**config.mk**
```make
export PLATFORM = sky130hd
export DESIGN_NAME = uart_hs_phy
export DESIGN_NICKNAME = d
export VERILOG_FILES = /design/src/rtl/uart_pkg.sv /design/src/rtl/uart_sync.sv /design/src/rtl/uart_hs_phy.sv
export SDC_FILE = /design/constraint.sdc
export NUM_CORES = 1
export LEC_CHECK = 0
export CORE_MARGIN = 4
export CORE_UTILIZATION = 45
export CTS_BUF_LIST = sky130_fd_sc_hd__clkbuf_4 sky130_fd_sc_hd__clkbuf_8 sky130_fd_sc_hd__clkbuf_16
export DETAILED_ROUTE_END_ITERATION = 6
export PLACE_DENSITY = 0.75
export SYNTH_ARGS = -nofsm -noshare
export SYNTH_HDL_FRONTEND = slang
export SYNTH_SLANG_ARGS = --single-unit
```
**constraint.sdc**
```tcl
create_clock -name clk -period 3.5 [get_ports clk]
set_clock_uncertainty 0.2 [all_clocks]
set_input_delay 0.7 -clock clk [delete_from_list [all_inputs] [get_ports clk]]
set_output_delay 0.7 -clock clk [all_outputs]
set_load 0.03 [all_outputs]
```
**src/rtl/uart_pkg.sv**
```systemverilog
// Shared types and timing helpers for the handshaked 8N1 UART PHY.
// Provides the frame width, FSM state encodings and baud divider math.
package uart_pkg;

  localparam int unsigned DATA_BITS = 8;

  typedef enum logic [1:0] {
    RX_IDLE,
    RX_START,
    RX_DATA,
    RX_STOP
  } rx_state_e;

  typedef enum logic [2:0] {
    TX_IDLE,
    TX_START,
    TX_DATA,
    TX_STOP,
    TX_ACK
  } tx_state_e;

  // Clock cycles per bit, truncated.
  function automatic int unsigned calc_div(input int unsigned clk_freq,
                                           input int unsigned baud);
    return clk_freq / baud;
  endfunction

  // Baud counters only ever reach DIV-1, so clog2(DIV) bits are enough.
  function automatic int unsigned calc_cnt_w(input int unsigned clk_freq,
                                             input int unsigned baud);
    int unsigned div;
    div = clk_freq / baud;
    return (div > 1) ? $clog2(div) : 1;
  endfunction

endpackage

```
**src/rtl/uart_sync.sv**
```systemverilog
// N-stage single-bit synchroniser with a parameterised reset value.
module uart_sync #(
  parameter int unsigned STAGES    = 2,
  parameter logic        RESET_VAL = 1'b0
) (
  input  logic clk,
  input  logic reset,
  input  logic d_i,
  output logic q_o
);

  logic [STAGES-1:0] sync_q;

  always_ff @(posedge clk) begin
    if (reset) begin
      sync_q <= {STAGES{RESET_VAL}};
    end else begin
      sync_q <= {sync_q[STAGES-2:0], d_i};
    end
  end

  assign q_o = sync_q[STAGES-1];

endmodule

```
**src/rtl/uart_hs_phy.sv**
```systemverilog
// 8N1 UART PHY with four-phase req/ack handshakes on receive and transmit.
// RX and TX run independent FSMs, each with its own baud counter.
module uart_hs_phy
  import uart_pkg::*;
#(
  parameter int unsigned CLK_FREQ    = 50000000,
  parameter int unsigned BAUD        = 115200,
  parameter int unsigned SYNC_STAGES = 2
) (
  input  logic                 clk,
  input  logic                 reset,
  input  logic                 uart_rxd,
  output logic                 uart_txd,
  output logic                 rec_req,
  input  logic                 rec_ack,
  output logic [DATA_BITS-1:0] rec_data,
  input  logic                 send_req,
  input  logic [DATA_BITS-1:0] send_data,
  output logic                 send_ack,
  output logic                 frame_err,
  output logic                 overrun
);

  localparam int unsigned DIV   = calc_div(CLK_FREQ, BAUD);
  localparam int unsigned CNT_W = calc_cnt_w(CLK_FREQ, BAUD);
  localparam int unsigned IDX_W = $clog2(DATA_BITS);

  localparam logic [CNT_W-1:0] BIT_END  = CNT_W'(DIV - 1);
  localparam logic [CNT_W-1:0] HALF_BIT = CNT_W'(DIV / 2);
  localparam logic [CNT_W-1:0] CNT_ONE  = CNT_W'(1);
  localparam logic [IDX_W-1:0] IDX_LAST = IDX_W'(DATA_BITS - 1);
  localparam logic [IDX_W-1:0] IDX_ONE  = IDX_W'(1);

  logic rxd_s;
  logic send_req_s;
  logic rec_ack_s;

  uart_sync #(
    .STAGES   (SYNC_STAGES),
    .RESET_VAL(1'b1)
  ) u_sync_rxd (
    .clk  (clk),
    .reset(reset),
    .d_i  (uart_rxd),
    .q_o  (rxd_s)
  );

  uart_sync #(
    .STAGES   (SYNC_STAGES),
    .RESET_VAL(1'b0)
  ) u_sync_send_req (
    .clk  (clk),
    .reset(reset),
    .d_i  (send_req),
    .q_o  (send_req_s)
  );

  uart_sync #(
    .STAGES   (SYNC_STAGES),
    .RESET_VAL(1'b0)
  ) u_sync_rec_ack (
    .clk  (clk),
    .reset(reset),
    .d_i  (rec_ack),
    .q_o  (rec_ack_s)
  );

  // ---------------------------------------------------------------------------
  // Receive path
  // ---------------------------------------------------------------------------
  rx_state_e            rx_state_q, rx_state_d;
  logic [CNT_W-1:0]     rx_cnt_q, rx_cnt_d;
  logic [IDX_W-1:0]     rx_idx_q, rx_idx_d;
  logic [DATA_BITS-1:0] rx_shift_q, rx_shift_d;
  logic                 rxd_prev_q;
  logic                 rec_req_q, rec_req_d;
  logic [DATA_BITS-1:0] rec_data_q, rec_data_d;
  logic                 frame_err_q, frame_err_d;
  logic                 overrun_q, overrun_d;

  always_comb begin
    rx_state_d  = rx_state_q;
    rx_cnt_d    = rx_cnt_q + CNT_ONE;
    rx_idx_d    = rx_idx_q;
    rx_shift_d  = rx_shift_q;
    rec_req_d   = rec_req_q;
    rec_data_d  = rec_data_q;
    frame_err_d = 1'b0;
    overrun_d   = 1'b0;

    if (rec_ack_s) begin
      rec_req_d = 1'b0;
    end

    unique case (rx_state_q)
      RX_IDLE: begin
        rx_cnt_d = '0;
        if (rxd_prev_q && !rxd_s) begin
          rx_state_d = RX_START;
        end
      end
      RX_START: begin
        // Mid-start-bit recheck filters short glitches.
        if (rx_cnt_q == HALF_BIT) begin
          rx_cnt_d   = '0;
          rx_idx_d   = '0;
          rx_state_d = rxd_s ? RX_IDLE : RX_DATA;
        end
      end
      RX_DATA: begin
        if (rx_cnt_q == BIT_END) begin
          rx_cnt_d   = '0;
          rx_shift_d = {rxd_s, rx_shift_q[DATA_BITS-1:1]};
          rx_idx_d   = rx_idx_q + IDX_ONE;
          if (rx_idx_q == IDX_LAST) begin
            rx_state_d = RX_STOP;
          end
        end
      end
      RX_STOP: begin
        if (rx_cnt_q == BIT_END) begin
          rx_cnt_d   = '0;
          rx_state_d = RX_IDLE;
          if (!rxd_s) begin
            frame_err_d = 1'b1;
          end else if (!rec_req_q && !rec_ack_s) begin
            rec_req_d  = 1'b1;
            rec_data_d = rx_shift_q;
          end else begin
            overrun_d = 1'b1;
          end
        end
      end
      default: rx_state_d = RX_IDLE;
    endcase
  end

  always_ff @(posedge clk) begin
    if (reset) begin
      rx_state_q  <= RX_IDLE;
      rx_cnt_q    <= '0;
      rx_idx_q    <= '0;
      rx_shift_q  <= '0;
      rxd_prev_q  <= 1'b1;
      rec_req_q   <= 1'b0;
      rec_data_q  <= '0;
      frame_err_q <= 1'b0;
      overrun_q   <= 1'b0;
    end else begin
      rx_state_q  <= rx_state_d;
      rx_cnt_q    <= rx_cnt_d;
      rx_idx_q    <= rx_idx_d;
      rx_shift_q  <= rx_shift_d;
      rxd_prev_q  <= rxd_s;
      rec_req_q   <= rec_req_d;
      rec_data_q  <= rec_data_d;
      frame_err_q <= frame_err_d;
      overrun_q   <= overrun_d;
    end
  end

  assign rec_req   = rec_req_q;
  assign rec_data  = rec_data_q;
  assign frame_err = frame_err_q;
  assign overrun   = overrun_q;

  // ---------------------------------------------------------------------------
  // Transmit path
  // ---------------------------------------------------------------------------
  tx_state_e            tx_state_q, tx_state_d;
  logic [CNT_W-1:0]     tx_cnt_q, tx_cnt_d;
  logic [IDX_W-1:0]     tx_idx_q, tx_idx_d;
  logic [DATA_BITS-1:0] tx_shift_q, tx_shift_d;
  logic                 send_ack_q, send_ack_d;
  logic                 txd_q, txd_d;

  always_comb begin
    tx_state_d = tx_state_q;
    tx_cnt_d   = tx_cnt_q + CNT_ONE;
    tx_idx_d   = tx_idx_q;
    tx_shift_d = tx_shift_q;
    send_ack_d = send_ack_q;

    unique case (tx_state_q)
      TX_IDLE: begin
        tx_cnt_d = '0;
        if (send_req_s && !send_ack_q) begin
          tx_shift_d = send_data;
          tx_idx_d   = '0;
          tx_state_d = TX_START;
        end
      end
      TX_START: begin
        if (tx_cnt_q == BIT_END) begin
          tx_cnt_d   = '0;
          tx_state_d = TX_DATA;
        end
      end
      TX_DATA: begin
        if (tx_cnt_q == BIT_END) begin
          tx_cnt_d   = '0;
          tx_shift_d = tx_shift_q >> 1;
          tx_idx_d   = tx_idx_q + IDX_ONE;
          if (tx_idx_q == IDX_LAST) begin
            tx_state_d = TX_STOP;
          end
        end
      end
      TX_STOP: begin
        if (tx_cnt_q == BIT_END) begin
          tx_cnt_d   = '0;
          send_ack_d = 1'b1;
          tx_state_d = TX_ACK;
        end
      end
      TX_ACK: begin
        tx_cnt_d = '0;
        if (!send_req_s) begin
          send_ack_d = 1'b0;
          tx_state_d = TX_IDLE;
        end
      end
      default: tx_state_d = TX_IDLE;
    endcase

    // Line level follows the state being entered so txd is a clean flop output.
    case (tx_state_d)
      TX_START: txd_d = 1'b0;
      TX_DATA:  txd_d = tx_shift_d[0];
      default:  txd_d = 1'b1;
    endcase
  end

  always_ff @(posedge clk) begin
    if (reset) begin
      tx_state_q <= TX_IDLE;
      tx_cnt_q   <= '0;
      tx_idx_q   <= '0;
      tx_shift_q <= '0;
      send_ack_q <= 1'b0;
      txd_q      <= 1'b1;
    end else begin
      tx_state_q <= tx_state_d;
      tx_cnt_q   <= tx_cnt_d;
      tx_idx_q   <= tx_idx_d;
      tx_shift_q <= tx_shift_d;
      send_ack_q <= send_ack_d;
      txd_q      <= txd_d;
    end
  end

  assign uart_txd = txd_q;
  assign send_ack = send_ack_q;

endmodule

```
==> results.toml <==
[logic_synthesis]
yosysMostFrequentCell = "dfxtp_1"
syn-num-nets = 305
synthArstFlopShare = 0
netlist-cell-type-count = 43
synth.avg_cell_area_um2 = 9.29
syn-cell-area_um2 = 2640
synth_edf_count = 0
yosysWarnings = 0
synth_flop_cell = "dfxtp_1"
synth_commonest_cells = "dfxtp_1 (65), nor2_1 (52), nand2_1 (19)"
ys_top_cells_by_area = "dfxtp_1 (49%), nor2_1 (7.4%), mux2i_1 (6.5%)"
synth_seq_area_share = 0.493
syn-instance-count = 284
netlist.area_leader.share = 0.493
yosysTopAreaCell = "dfxtp_1"
ys_ff_latch = 65

[worst_setup_path]
worstSetupPathType = "reg2out"
cp_max_fo = 4
cp_data_arrival_time_ns = 1.44
required_ns = 2.60
slowest_stage = "clkdlybuf4s50_1"
cp-end-kind = "output port"
cp-startpoint = "send_ack$_SDFFE_PP0P_"
rr_worst_depth = 6
r2r_start = "rx_cnt_q[0]$_SDFF_PP0_"
cpPeakStageDelay_ns = 0.70
cp_top_family = "buffers and inverters"
critPathCapture = "send_ack"
r2r_setup_slack_ns = 1.28
r2r-end = "rec_data[6]$_SDFFE_PP0P_"
path_depth = 1
critical_path_buf_inv_count = 1
path_cells = "clkdlybuf4s50_1"
start_kind = "register"

[pwr]
power_density_nw_per_um2 = 516
vdd_drop_max_mv = 0.252
p_leak_nw = 1.17

[die]
core-area_um2 = 5610
fp.dieW_um = 84.6
dieArea_um2 = 7150
rows = 27
io_pins = 26
die_height_um = 84.6
initial_utilization = 0.470

[drt]
drc = 0
ant_nets = 0
drt_pass1_iterations = 4
drt-wirelength-per-cell_um = 12.2
wl_mm = 4.72
first_iter_violations = 95
viasPerCell = 5.24
dr_total_vias = 2034

[sta]
finalHoldViolations = 0
period_share = 0.668
relSlewSlack = 0.588
fmax_mhz = 427
period_needed_ns = 2.34
whs_ns = 0.219
slew_violations = 0
tns_ns = 0
worst_pin_slew_ns = 0.614
rsz0062_at_grt = "no"
layout_setup_ws_ns = 1.16
setup_viol = 0

[cts]
cts_tree = "yes"
ctsHoldBuffers = 0
clk_latency_ns = 0.33
cts_setup_buffers = 0
cts_made_buffers = 9
h-tree-depth = 3
cts_sinks = 65
clockRootBuffer = "clkbuf_8"
clk_pin_slew_ns = 0.07
ctsResizeCount = 0
clockBufferDepth = 2

[worst_hold_path]
hold_path.class = "reg2reg"

[place]
routabilityCongestion = 0.785
dpl_cell_area_um2 = 2940
io_buffers = 25
dpl.hpwl_mm = 3.29
pre_cts_slack_ns = 1.09

[final_layout]
antenna_cells = 0
drive_gt1_frac = 0.0854
fin_nets = 332
post-route-cell-area_um2 = 3220
syn_to_final_growth_pct = 21.9

[global_routing]
antenna_found_initial = 0
grt_usage = 0.139
grt_pass1_vias = 1819
gr-total-overflow = 0
grt_max_degree = 24
grt_pass1_wl_mm = 8.11

[status]
status = "finished clean"

[flow_run]
drv_cap = 0
[stage by stage]
stage | power, mW | util | std cells
final | 1.66 | 0.573 | 388
after global routing | 1.72 | 0.573 | 388
after CTS | 1.67 | 0.573 | 388
after detailed placement | 0.820 | 0.524 | 372
after global placement | 0.819 | 0.524 | 372
after floorplan | 0.797 | - | 284
[layer usage]
layer	up-vias	GRT usage	share of wire
met2	49	0.211	0.44
met4	0	0.0806	0.024
met1	930	0.176	0.48
met5	-	0	0
li1	1044	-	-
met3	11	0.0383	0.050
[layout by cell type (no fill, tap or decap), drive strengths merged, types with 2 or more instances in the layout]
cell / netlist / routed
and3: 6 / 6
nor3: 4 / 4
o21ai: 7 / 7
or3: 2 / 2
nand4bb: 2 / 2
o31ai: 2 / 2
nand4b: 2 / 2
clkbuf: 9 / 11
or4: 3 / 3
buf: 3 / 3
ha: 8 / 8
xnor2: 7 / 7
a21oi: 16 / 16
or2: 5 / 5
a22oi: 7 / 7
nand4: 2 / 2
nor2: 52 / 52
mux2i: 17 / 17
clkdlybuf4s50: 0 / 25
dfxtp: 65 / 65
nor4: 5 / 5
nor2b: 4 / 4
xor2: 6 / 6
nand3: 12 / 12
inv: 8 / 8
a31oi: 2 / 2
bufinv: 0 / 4
nand2: 19 / 19
[report_power, final]
| part | internal [mW] | switching, mW | leakage [nW] |
|---|---|---|---|
| clock network | 0.583 | 0.272 | 0.140 |
| logic | 0.0244 | 0.0248 | 0.503 |
| registers | 0.749 | 0.00560 | 0.526 |
[worst min path at each step]
| stage | startpoint | end | slack, ns | cells after the start |
|---|---|---|---|---|
| floorplan | u_sync_rxd.sync_q[0]$_SDFF_PP1_ | u_sync_rxd.sync_q[1]$_SDFF_PP1_ | 0.19 | 1 |
| global placement | u_sync_rxd.sync_q[0]$_SDFF_PP1_ | u_sync_rxd.sync_q[1]$_SDFF_PP1_ | 0.19 | 1 |
| detailed placement | u_sync_rxd.sync_q[0]$_SDFF_PP1_ | u_sync_rxd.sync_q[1]$_SDFF_PP1_ | 0.20 | 1 |
| CTS | u_sync_rxd.sync_q[0]$_SDFF_PP1_ | u_sync_rxd.sync_q[1]$_SDFF_PP1_ | 0.22 | 1 |
| global route | u_sync_rxd.sync_q[0]$_SDFF_PP1_ | u_sync_rxd.sync_q[1]$_SDFF_PP1_ | 0.25 | 1 |
| finish | u_sync_rxd.sync_q[0]$_SDFF_PP1_ | u_sync_rxd.sync_q[1]$_SDFF_PP1_ | 0.22 | 1 |
[kinds of logic after synthesis]
logic type	synth area share
XOR/XNOR	0.0432
adder cells (fa/ha/maj)	0.0380
AO/OA/AOI/OAI	0.0949
flip-flops	0.493
buffers and inverters	0.0346
AND/OR/NAND/NOR	0.232
multiplexers	0.0645
[registers in the layout, indices dropped and copies added (netlist names), 2 cells and up, named ones only]
| signal | count |
|---|---|
| rec_data | 8 |
| rx_cnt_q | 9 |
| rx_idx_q | 3 |
| rx_shift_q | 8 |
| tx_cnt_q | 9 |
| tx_idx_q | 3 |
| tx_shift_q | 8 |
| tx_state_q | 3 |
| u_sync_rec_ack.sync_q | 2 |
| u_sync_rxd.sync_q | 2 |
| u_sync_send_req.sync_q | 2 |
[layout make-up]
type                            count  area, µm²
Timing Repair Buffer               28        273
Clock inverter                      5        125
Multi-Input combinational cell    199       1240
Tap cell                           72       90.1
Fill cell                         504       2390
Clock buffer                       11        151
Inverter                            8       30.0
Sequential cell                    65       1300
Power figures use the tool's default switching activity.
